===== src/rtl/fetcher_pkg.sv =====
// Shared types and constants for the instruction fetch stage.
package fetcher_pkg;
  localparam int ADDR_W = 32;

  localparam logic TRUE  = 1'b1;
  localparam logic FALSE = 1'b0;

  localparam logic [6:0] OP_JAL    = 7'b1101111;
  localparam logic [6:0] OP_BRANCH = 7'b1100011;

  typedef enum logic [1:0] {
    FETCH_IDLE = 2'd0,
    FETCH_BUSY = 2'd1,
    FETCH_DROP = 2'd2
  } fetch_state_e;

  typedef struct packed {
    logic [31:0]       inst;
    logic [ADDR_W-1:0] pc;
    logic              pred;
  } iq_entry_t;

  function automatic logic [ADDR_W-1:0] imm_j(input logic [31:0] i);
    return {{11{i[31]}}, i[31], i[19:12], i[20], i[30:21], 1'b0};
  endfunction

  function automatic logic [ADDR_W-1:0] imm_b(input logic [31:0] i);
    return {{19{i[31]}}, i[31], i[7], i[30:25], i[11:8], 1'b0};
  endfunction
endpackage


===== src/rtl/fetcher_if.sv =====
// Fetch-stage bus bundle: memory request/response, predictor query, issue and ROB redirect.
interface fetcher_if;
  import fetcher_pkg::*;

  logic              out_mem_valid;
  logic [ADDR_W-1:0] out_mem_addr;
  logic              in_mem_valid;
  logic [31:0]       in_mem_inst;
  logic [7:0]        out_bp_tag;
  logic              in_bp_jump_res;
  logic              out_issue_valid;
  logic [31:0]       out_issue_inst;
  logic [ADDR_W-1:0] out_issue_pc;
  logic              out_issue_pred_jump;
  logic              in_issue_ready;
  logic              in_rob_flush;
  logic [ADDR_W-1:0] in_rob_target_pc;

  modport master (
    output out_mem_valid, out_mem_addr, out_bp_tag,
           out_issue_valid, out_issue_inst, out_issue_pc, out_issue_pred_jump,
    input  in_mem_valid, in_mem_inst, in_bp_jump_res, in_issue_ready,
           in_rob_flush, in_rob_target_pc
  );

  modport slave (
    input  out_mem_valid, out_mem_addr, out_bp_tag,
           out_issue_valid, out_issue_inst, out_issue_pc, out_issue_pred_jump,
    output in_mem_valid, in_mem_inst, in_bp_jump_res, in_issue_ready,
           in_rob_flush, in_rob_target_pc
  );
endinterface


===== src/rtl/fetcher_queue.sv =====
// fetch_queue: in-order instruction FIFO with synchronous clear; clear beats push/pop.
module fetch_queue
  import fetcher_pkg::*;
#(
  parameter  int IQ_DEPTH = 16,
  localparam int PW       = $clog2(IQ_DEPTH),
  localparam int CW       = PW + 1
) (
  input  logic          clk,
  input  logic          rst,
  input  logic          push,
  input  logic          pop,
  input  logic          clr,
  input  iq_entry_t     wdata,
  output logic [CW-1:0] count,
  output iq_entry_t     head
);

  logic [PW-1:0] wr_ptr_q, wr_ptr_d;
  logic [PW-1:0] rd_ptr_q, rd_ptr_d;
  logic [CW-1:0] cnt_q, cnt_d;
  logic          do_pop;
  iq_entry_t     mem_q [IQ_DEPTH];

  assign do_pop = pop && (cnt_q != '0);

  always_comb begin
    wr_ptr_d = wr_ptr_q;
    rd_ptr_d = rd_ptr_q;
    cnt_d    = cnt_q;
    if (clr) begin
      wr_ptr_d = '0;
      rd_ptr_d = '0;
      cnt_d    = '0;
    end else begin
      if (push)   wr_ptr_d = wr_ptr_q + PW'(1);
      if (do_pop) rd_ptr_d = rd_ptr_q + PW'(1);
      case ({push, do_pop})
        2'b10:   cnt_d = cnt_q + CW'(1);
        2'b01:   cnt_d = cnt_q - CW'(1);
        default: cnt_d = cnt_q;
      endcase
    end
  end

  always_ff @(posedge clk or negedge rst) begin
    if (!rst) begin
      wr_ptr_q <= '0;
      rd_ptr_q <= '0;
      cnt_q    <= '0;
      for (int i = 0; i < IQ_DEPTH; i++) mem_q[i] <= '0;
    end else begin
      wr_ptr_q <= wr_ptr_d;
      rd_ptr_q <= rd_ptr_d;
      cnt_q    <= cnt_d;
      if (push && !clr) mem_q[wr_ptr_q] <= wdata;
    end
  end

  assign count = cnt_q;
  assign head  = mem_q[rd_ptr_q];

endmodule


===== src/rtl/fetcher.sv =====
// Fetch stage: one outstanding memory request, predecode of JAL/BRANCH, ROB flush redirect.
// FETCHER_BP_EN: when defined, BRANCH direction comes from the predictor; otherwise static not-taken.
module fetcher
  import fetcher_pkg::*;
#(
  parameter int IQ_DEPTH = 16
) (
  input logic       clk,
  input logic       rst,
  input logic       rdy,
  fetcher_if.master bus
);

  localparam int            CW      = $clog2(IQ_DEPTH) + 1;
  localparam logic [CW-1:0] IQ_FULL = CW'(IQ_DEPTH);

  fetch_state_e      state_q, state_d;
  logic [ADDR_W-1:0] pc_q, pc_d;
  logic              mem_valid_q, mem_valid_d;
  logic [ADDR_W-1:0] mem_addr_q, mem_addr_d;

  logic              push, pop, clr;
  logic              pred;
  logic [ADDR_W-1:0] nxt_pc;
  logic [6:0]        opc;
  logic [CW-1:0]     count;
  iq_entry_t         wdata, head;

  assign opc = bus.in_mem_inst[6:0];

  // Predecode: only direct jumps and branches can redirect; JALR waits for the ROB.
  always_comb begin
    pred   = FALSE;
    nxt_pc = pc_q + 32'd4;
    if (opc == OP_JAL) begin
      pred   = TRUE;
      nxt_pc = pc_q + imm_j(bus.in_mem_inst);
    end else if (opc == OP_BRANCH) begin
`ifdef FETCHER_BP_EN
      pred = bus.in_bp_jump_res;
      if (pred) nxt_pc = pc_q + imm_b(bus.in_mem_inst);
`else
      pred = FALSE;
`endif
    end
  end

`ifdef FETCHER_BP_EN
  assign bus.out_bp_tag = pc_q[9:2];
`else
  logic bp_unused;
  assign bp_unused      = bus.in_bp_jump_res;
  assign bus.out_bp_tag = '0;
`endif

  always_comb begin
    state_d     = state_q;
    pc_d        = pc_q;
    mem_valid_d = mem_valid_q;
    mem_addr_d  = mem_addr_q;
    push        = FALSE;
    pop         = FALSE;
    clr         = FALSE;
    if (rdy) begin
      mem_valid_d = FALSE;
      pop         = bus.out_issue_valid && bus.in_issue_ready;
      // A flush outranks every other event; an outstanding response becomes stale.
      if (bus.in_rob_flush) begin
        pop  = FALSE;
        clr  = TRUE;
        pc_d = bus.in_rob_target_pc;
        if (state_q == FETCH_BUSY)
          state_d = bus.in_mem_valid ? FETCH_IDLE : FETCH_DROP;
      end else begin
        case (state_q)
          FETCH_IDLE: if (count < IQ_FULL) begin
            mem_valid_d = TRUE;
            mem_addr_d  = {pc_q[ADDR_W-1:2], 2'b00};
            state_d     = FETCH_BUSY;
          end
          FETCH_BUSY: if (bus.in_mem_valid) begin
            push    = TRUE;
            pc_d    = nxt_pc;
            state_d = FETCH_IDLE;
          end
          FETCH_DROP: if (bus.in_mem_valid) state_d = FETCH_IDLE;
          default:    state_d = FETCH_IDLE;
        endcase
      end
    end
  end

  always_ff @(posedge clk or negedge rst) begin
    if (!rst) begin
      state_q     <= FETCH_IDLE;
      pc_q        <= '0;
      mem_valid_q <= FALSE;
      mem_addr_q  <= '0;
    end else begin
      state_q     <= state_d;
      pc_q        <= pc_d;
      mem_valid_q <= mem_valid_d;
      mem_addr_q  <= mem_addr_d;
    end
  end

  assign wdata = '{inst: bus.in_mem_inst, pc: pc_q, pred: pred};

  fetch_queue #(.IQ_DEPTH(IQ_DEPTH)) u_iq (
    .clk   (clk),
    .rst   (rst),
    .push  (push),
    .pop   (pop),
    .clr   (clr),
    .wdata (wdata),
    .count (count),
    .head  (head)
  );

  assign bus.out_mem_valid       = mem_valid_q;
  assign bus.out_mem_addr        = mem_addr_q;
  assign bus.out_issue_valid     = (count != '0);
  assign bus.out_issue_inst      = head.inst;
  assign bus.out_issue_pc        = head.pc;
  assign bus.out_issue_pred_jump = head.pred;

endmodule

===== src/flat_wrapper.sv =====
// flat-port wrapper written by rule: the top's interface ports become plain ports
module fetcher_flat import fetcher_pkg::*;
#(
  parameter int IQ_DEPTH = 16
)
  (clk, rst, rdy, bus_out_mem_valid, bus_out_mem_addr, bus_out_bp_tag, bus_out_issue_valid, bus_out_issue_inst, bus_out_issue_pc, bus_out_issue_pred_jump, bus_in_mem_valid, bus_in_mem_inst, bus_in_bp_jump_res, bus_in_issue_ready, bus_in_rob_flush, bus_in_rob_target_pc);
  fetcher_if bus_i ();
  input logic clk;
  input logic rst;
  input logic rdy;
  output wire logic [$bits(bus_i.out_mem_valid)-1:0] bus_out_mem_valid;
  output wire logic [$bits(bus_i.out_mem_addr)-1:0] bus_out_mem_addr;
  output wire logic [$bits(bus_i.out_bp_tag)-1:0] bus_out_bp_tag;
  output wire logic [$bits(bus_i.out_issue_valid)-1:0] bus_out_issue_valid;
  output wire logic [$bits(bus_i.out_issue_inst)-1:0] bus_out_issue_inst;
  output wire logic [$bits(bus_i.out_issue_pc)-1:0] bus_out_issue_pc;
  output wire logic [$bits(bus_i.out_issue_pred_jump)-1:0] bus_out_issue_pred_jump;
  input wire logic [$bits(bus_i.in_mem_valid)-1:0] bus_in_mem_valid;
  input wire logic [$bits(bus_i.in_mem_inst)-1:0] bus_in_mem_inst;
  input wire logic [$bits(bus_i.in_bp_jump_res)-1:0] bus_in_bp_jump_res;
  input wire logic [$bits(bus_i.in_issue_ready)-1:0] bus_in_issue_ready;
  input wire logic [$bits(bus_i.in_rob_flush)-1:0] bus_in_rob_flush;
  input wire logic [$bits(bus_i.in_rob_target_pc)-1:0] bus_in_rob_target_pc;
  assign bus_out_mem_valid = bus_i.out_mem_valid;
  assign bus_out_mem_addr = bus_i.out_mem_addr;
  assign bus_out_bp_tag = bus_i.out_bp_tag;
  assign bus_out_issue_valid = bus_i.out_issue_valid;
  assign bus_out_issue_inst = bus_i.out_issue_inst;
  assign bus_out_issue_pc = bus_i.out_issue_pc;
  assign bus_out_issue_pred_jump = bus_i.out_issue_pred_jump;
  assign bus_i.in_mem_valid = bus_in_mem_valid;
  assign bus_i.in_mem_inst = bus_in_mem_inst;
  assign bus_i.in_bp_jump_res = bus_in_bp_jump_res;
  assign bus_i.in_issue_ready = bus_in_issue_ready;
  assign bus_i.in_rob_flush = bus_in_rob_flush;
  assign bus_i.in_rob_target_pc = bus_in_rob_target_pc;
  fetcher #(.IQ_DEPTH(IQ_DEPTH)) u_core (.clk(clk), .rst(rst), .rdy(rdy), .bus(bus_i));
endmodule

===== config.mk =====
export PLATFORM = sky130hd
export DESIGN_NAME = fetcher_flat
export DESIGN_NICKNAME = d
export VERILOG_FILES = /design/src/rtl/fetcher_pkg.sv /design/src/rtl/fetcher_if.sv /design/src/rtl/fetcher_queue.sv /design/src/rtl/fetcher.sv /design/src/flat_wrapper.sv
export SDC_FILE = /design/constraint.sdc
export NUM_CORES = 2
export LEC_CHECK = 0
export CORE_ASPECT_RATIO = 1.2
export CORE_MARGIN = 5
export CORE_UTILIZATION = 45
export DETAILED_ROUTE_END_ITERATION = 8
export DONT_BUFFER_PORTS = 1
export PLACE_DENSITY_LB_ADDON = 0.08
export SKIP_LAST_GASP = 1
export SLEW_MARGIN = 10
export SYNTH_ARGS = -nofsm -noshare
export SYNTH_HDL_FRONTEND = slang
export SYNTH_SLANG_ARGS = --single-unit

===== constraint.sdc =====
create_clock -name clk -period 8.6 [get_ports clk]
set_input_delay 1.72 -clock clk [delete_from_list [all_inputs] [get_ports clk]]
set_output_delay 1.72 -clock clk [all_outputs]
set_load 0.02 [all_outputs]

## Yosys cells after proc, flatten, opt, wreduce, memory -nomap -nowiden

Index checks and enable logic that the tools add are counted.

- Bits in registers: 1118
- Input bits: 71
- Logic and storage cells: 126

- Add/sub/neg operators: 6
- Order comparisons: 4
- Equal/unequal tests: 8
- Muxes and demuxes: 34
- Bitwise operators: 3
- Reductions and logical operators: 16

Operators by type and width:

| cell | count |
|---|---|
| $bwmux W1040 | 1 |
| $bmux W65 S4 | 1 |
| $demux W65 S4 | 1 |
| $mux W65 | 3 |
| $mux W32 | 4 |
| $add A32 B3 Y32 const B | 1 |
| $add A32 B32 Y32 | 1 |
| $mux W4 | 4 |
| $mux W1 | 12 |
| $ge A5 B5 Y1 const B | 2 |
| $mux W2 | 5 |
| $not A4 Y5 | 2 |
| $pmux W5 S2 | 1 |
| $add A4 B1 Y4 const B | 2 |
| $reduce_and A4 Y1 | 2 |
| $reduce_bool A2 Y1 | 4 |
| $eq A7 B7 Y1 const B | 1 |
| $add A5 B1 Y5 const B | 1 |
| $lt A5 B1 Y1 const B | 1 |
| $lt A5 B5 Y1 const B | 1 |
| $mux W5 | 1 |
| $reduce_bool A5 Y1 | 1 |
| $sub A5 B1 Y5 const B | 1 |
| $eq A2 B1 Y1 const B | 2 |
| 12 further kinds | 16 |

## Depth between registers and ports, before layout

- Word-level depth: 8
- Depth in mapped cells: 16
- Gate-level depth less buffers: 14

## By module

A second synthesis with hierarchy kept.

- Cell total of the unflattened synthesis: 3344
- Area, all modules: 52322.7 um2

Modules (own cells, without submodules):

| module | instances | cells each | area an instance (um2) |
|---|---|---|---|
| fetch_queue | 1 | 2763 | 47200.3 |
| fetcher | 1 | 581 | 5122.4 |

## Least setup slack after synthesis

No wires, ideal clock.

- Path type: input to register
- From: input port bus_in_rob_flush
- To: register u_core.u_iq.cnt_q[4] (netlist: u_core.u_iq.count[4])
- Setup time: 0.132 ns
- Arrival: 4.708 ns
- Data required time: 8.468 ns
- Path slack: 3.761 ns
- Stages: 14
- Cell sequence: clkbuf_1 -> nor3_1 -> clkbuf_1 -> clkinv_1 -> ha_1 -> clkbuf_1 -> xor2_1 -> ha_1 -> a41o_1 -> nand2_1 -> a221oi_1 -> a2111oi_0 -> xnor2_1 -> nor2_1

- Longest elaborated chain between the ends: 6

RTL lines:

| item | line | RTL |
|---|---|---|
| start, declared | flat_wrapper.sv:22 | `input wire logic [$bits(bus_i.in_rob_flush)-1:0] bus_in_rob_flush;` |
| $mux W1 | fetcher.sv:68 | `if (bus.in_rob_flush) begin` |
| $mux W1 | fetcher.sv:64 | `if (rdy) begin` |
| $logic_and A1 B1 Y1 | fetcher_queue.sv:25 | `assign do_pop = pop && (cnt_q != '0);` |
| $eq A2 B1 Y1 / $eq A2 B2 Y1 (equally long branches) | fetcher_queue.sv:38 | `case ({push, do_pop})` |
| $pmux W5 S2 | fetcher_queue.sv:38 |  |
| $mux W5 | fetcher_queue.sv:31 | `if (clr) begin` |
| end signal, assigned | fetcher_queue.sv:55 | `cnt_q <= cnt_d;` |
| end, declared | fetcher_queue.sv:21 | `logic [CW-1:0] cnt_q, cnt_d;` |

Several ways; a longest one is shown, not always the timed one.
A chain may end at the register's enable or synchronous reset.

## Final worst setup path

- From: register u_core.u_iq.rd_ptr_q[1]
- To: output port bus_out_issue_inst[31]

- Longest elaborated chain between the ends: 4

RTL lines:

| item | line | RTL |
|---|---|---|
| start, declared | fetcher_queue.sv:20 | `logic [PW-1:0] rd_ptr_q, rd_ptr_d;` |
| start signal, assigned | fetcher_queue.sv:54 | `rd_ptr_q <= rd_ptr_d;` |
| $not A4 Y5 (not written as such) | fetcher_queue.sv:61 | `assign head = mem_q[rd_ptr_q];` |
| $bmux W65 S4 | fetcher_queue.sv:61 |  |
| $mux W65 (not written as such) (2 in series) | fetcher_queue.sv:61 |  |
| end, declared | flat_wrapper.sv:15 | `output wire logic [$bits(bus_i.out_issue_inst)-1:0] bus_out_issue_inst;` |

No other way between the ends. The select of a mux whose other input is x is not followed.

==> results.json <==
{
  "outcome": "finished clean",
  "path_clk_slew_ns": 0.06,
  "clock-sinks": 1118,
  "ctsResizeCount": 0,
  "syn_inst": 4011,
  "grt_max_degree": 232,
  "cp_slowest_cell": "dfrtp_4",
  "ant_nets": 0,
  "cts_buffers": 118,
  "wl_met2_um": 69700,
  "holdBufCountCts": 0,
  "yosysSeqAreaShare_pct": 53.0,
  "arrival_ns": 4.12,
  "port_buffers": 0,
  "slew_headroom_pct": 25.3,
  "final_common_cell": "dfrtp_1",
  "vias_per_cell": 5.98,
  "max_cap_viol_count": 0,
  "fin_setup_tns_ns": 0,
  "crit_path_start_kind": "flip-flop",
  "wl_met3_um": 6580,
  "totalWireLength_um": 145000,
  "cp_max_fo": 84,
  "die_w_um": 323,
  "drtIter0Drc": 2120,
  "area_growth_syn_to_layout_pct": 9.64,
  "crit_chain": "buf_4, nor2b_4, buf_12, a221oi_1, a22oi_1, nand2_1",
  "tightest_slew_ns": 1.12,
  "worstPathRequired_ns": 6.88,
  "hold_path_class": "reg2reg",
  "yosysWarnings": 0,
  "power_density_nw_per_um2": 234,
  "layout_common_cells": "1114 x dfrtp_1, 1040 x mux2_2, 280 x o21ai_0, 231 x nand2_1, 198 x mux2i_1",
  "clk_path_buf_depth": 3,
  "root_buffer": "clkbuf_16",
  "p_leak_uw": 0.0272,
  "finalCriticalPeriod_ns": 5.84,
  "utilization_pct": 49.8,
  "highest_layer": "met5",
  "critPathCaptureType": "output port",
  "fmax_mhz": 171,
  "setup_viol": 0,
  "synth_seq_cells": 1118,
  "postCtsSetupBuffers": 0,
  "coreArea_um2": 116000,
  "routed-via-count": 32566,
  "fin_crit_sh_pct": 67.9,
  "cp_slowest_stage_delay_ns": 0.73,
  "clk-insertion-delay-late_ns": 0.72,
  "first_pass_iters": 5,
  "routabilityCongestion": 0.840,
  "io_pins": 178,
  "cts_tree": "done",
  "ys_types": 68,
  "antenna_found_initial": 11,
  "dieArea_um2": 124000,
  "path_class": "reg2out",
  "ir_drop_v": 0.000164,
  "fp.dieH_um": 385,
  "track_usage_pct": 23.3,
  "avgSynthCellArea_um2": 13.2,
  "netlist_area_um2": 52800,
  "finalHoldViolCount": 0,
  "grt_pass1_vias": 33622,
  "drc": 0,
  "grt_overflow": 0,
  "wl_met1_um": 65400,
  "fin_nets": 3931,
  "drive_gt1_share_pct": 36.5,
  "grt_pass1_wl_um": 220000,
  "start_util_pct": 45.4,
  "rsz0062_at_grt": "false",
  "dp_hpwl_um": 81500,
  "wl_per_cell_um": 26.6,
  "ys.flop_type": "dfrtp_1",
  "async_flop_share_pct": 100,
  "h-tree-depth": 3,
  "finClkSkew_ns": 0.0202,
  "slew_violations": 0,
  "synth_edf_count": 0,
  "rows": 137
}
-- cells by family after synthesis --
kind of cell / Yosys count / synth area share, %
other: 1 / 0.00710
and+or+nand+nor: 393 / 3.31
DFF: 1118 / 53.0
xor gates and xnor gates: 50 / 0.829
muxes: 1368 / 31.5
adders and majority gates: 42 / 1.01
AOI/OAI and AO/OA: 649 / 7.55
buffers and inverters: 390 / 2.87
-- layer usage --
layer	vias up	GRT usage (%)
met5	-	0
met3	181	3.68
met4	2	5.74
li1	14395	-
met2	577	38.8
met1	17411	32.3
-- worst max-delay path: cells and delay by family, from the launching register on --
kind | cells | cell delay, ns
AND/OR/NAND/NOR | 2 | 1.05
buffers and inverters | 2 | 1.02
flip-flops | 1 | 0.73
AO/OA/AOI/OAI | 2 | 0.45
-- flip-flops by register name (all words and copies together) (netlist names) --
name and count:
u_core.bus.out_mem_addr 30, u_core.u_iq.wr_ptr_q 4, u_core.u_iq.mem_q 1040, u_core.state_q 2, u_core.u_iq.count 5, u_core.u_iq.rd_ptr_q 4
u_core.pc_q 32, u_core.bus.out_mem_valid 1
-- power by group --
part	total [uW]	switching [uW]	internal (uW)
sequential	6150	541	5610
combinational	2380	1360	1020
clock	5030	2120	2910
-- area by class of cell --
cell class | instances | area (um^2)
fillers | 10199 | 58500
clock buffers | 186 | 3560
well taps | 1529 | 1910
clock inverters | 26 | 243
repair buffers | 49 | 571
flip-flops and latches | 1118 | 28000
multi-input cells | 2512 | 23500
diodes | 6 | 15.0
inverters | 19 | 71.3
-- stage by stage --
stage	hold WS (ns)	area [um^2]	power [uW]	setup WS, ns	std cells
2_1_floorplan	0.444	52900	7940	3.76	4020
3_3_place_gp	0.457	53900	8540	2.97	5220
3_5_place_dp	0.465	54100	8670	2.95	5226
4_1_cts	0.479	57900	13800	2.66	5438
5_1_grt	0.494	57900	14200	2.55	5442
6_report	0.476	57900	13600	2.76	5445
-- cell usage after synthesis (34+ instances only) --
library cell | number | area (um^2)
a21oi_1 | 121 | 606
a221oi_1 | 73 | 639
a22oi_1 | 71 | 533
buf_1 | 34 | 128
clkbuf_1 | 314 | 1180
dfrtp_1 | 1118 | 28000
ha_1 | 41 | 513
mux2_2 | 1040 | 11700
mux2i_1 | 198 | 1980
mux4_2 | 130 | 2930
nand2_1 | 232 | 871
nand3_1 | 37 | 185
nor2_1 | 43 | 161
o21ai_0 | 280 | 1400
-- worst paths after layout --
path | slack [ns] | end | startpoint | cells after the start
max | 2.76 | bus_out_issue_inst[31] | u_core.u_iq.rd_ptr_q[1] | 6
min | 0.48 | u_core.u_iq.mem_q[380] | u_core.u_iq.mem_q[380] | 2
max reg2reg | 4.19 | u_core.u_iq.count[4] | u_core.state_q[1] | 15
min reg2reg | 0.48 | u_core.u_iq.mem_q[380] | u_core.u_iq.mem_q[380] | 2
max in group asynchronous | 5.65 | u_core.u_iq.mem_q[622] | rst | 3
min in group asynchronous | 0.71 | u_core.bus.out_mem_addr[4] | rst | 0
No activity file was read; power rests on OpenSTA's default activity.
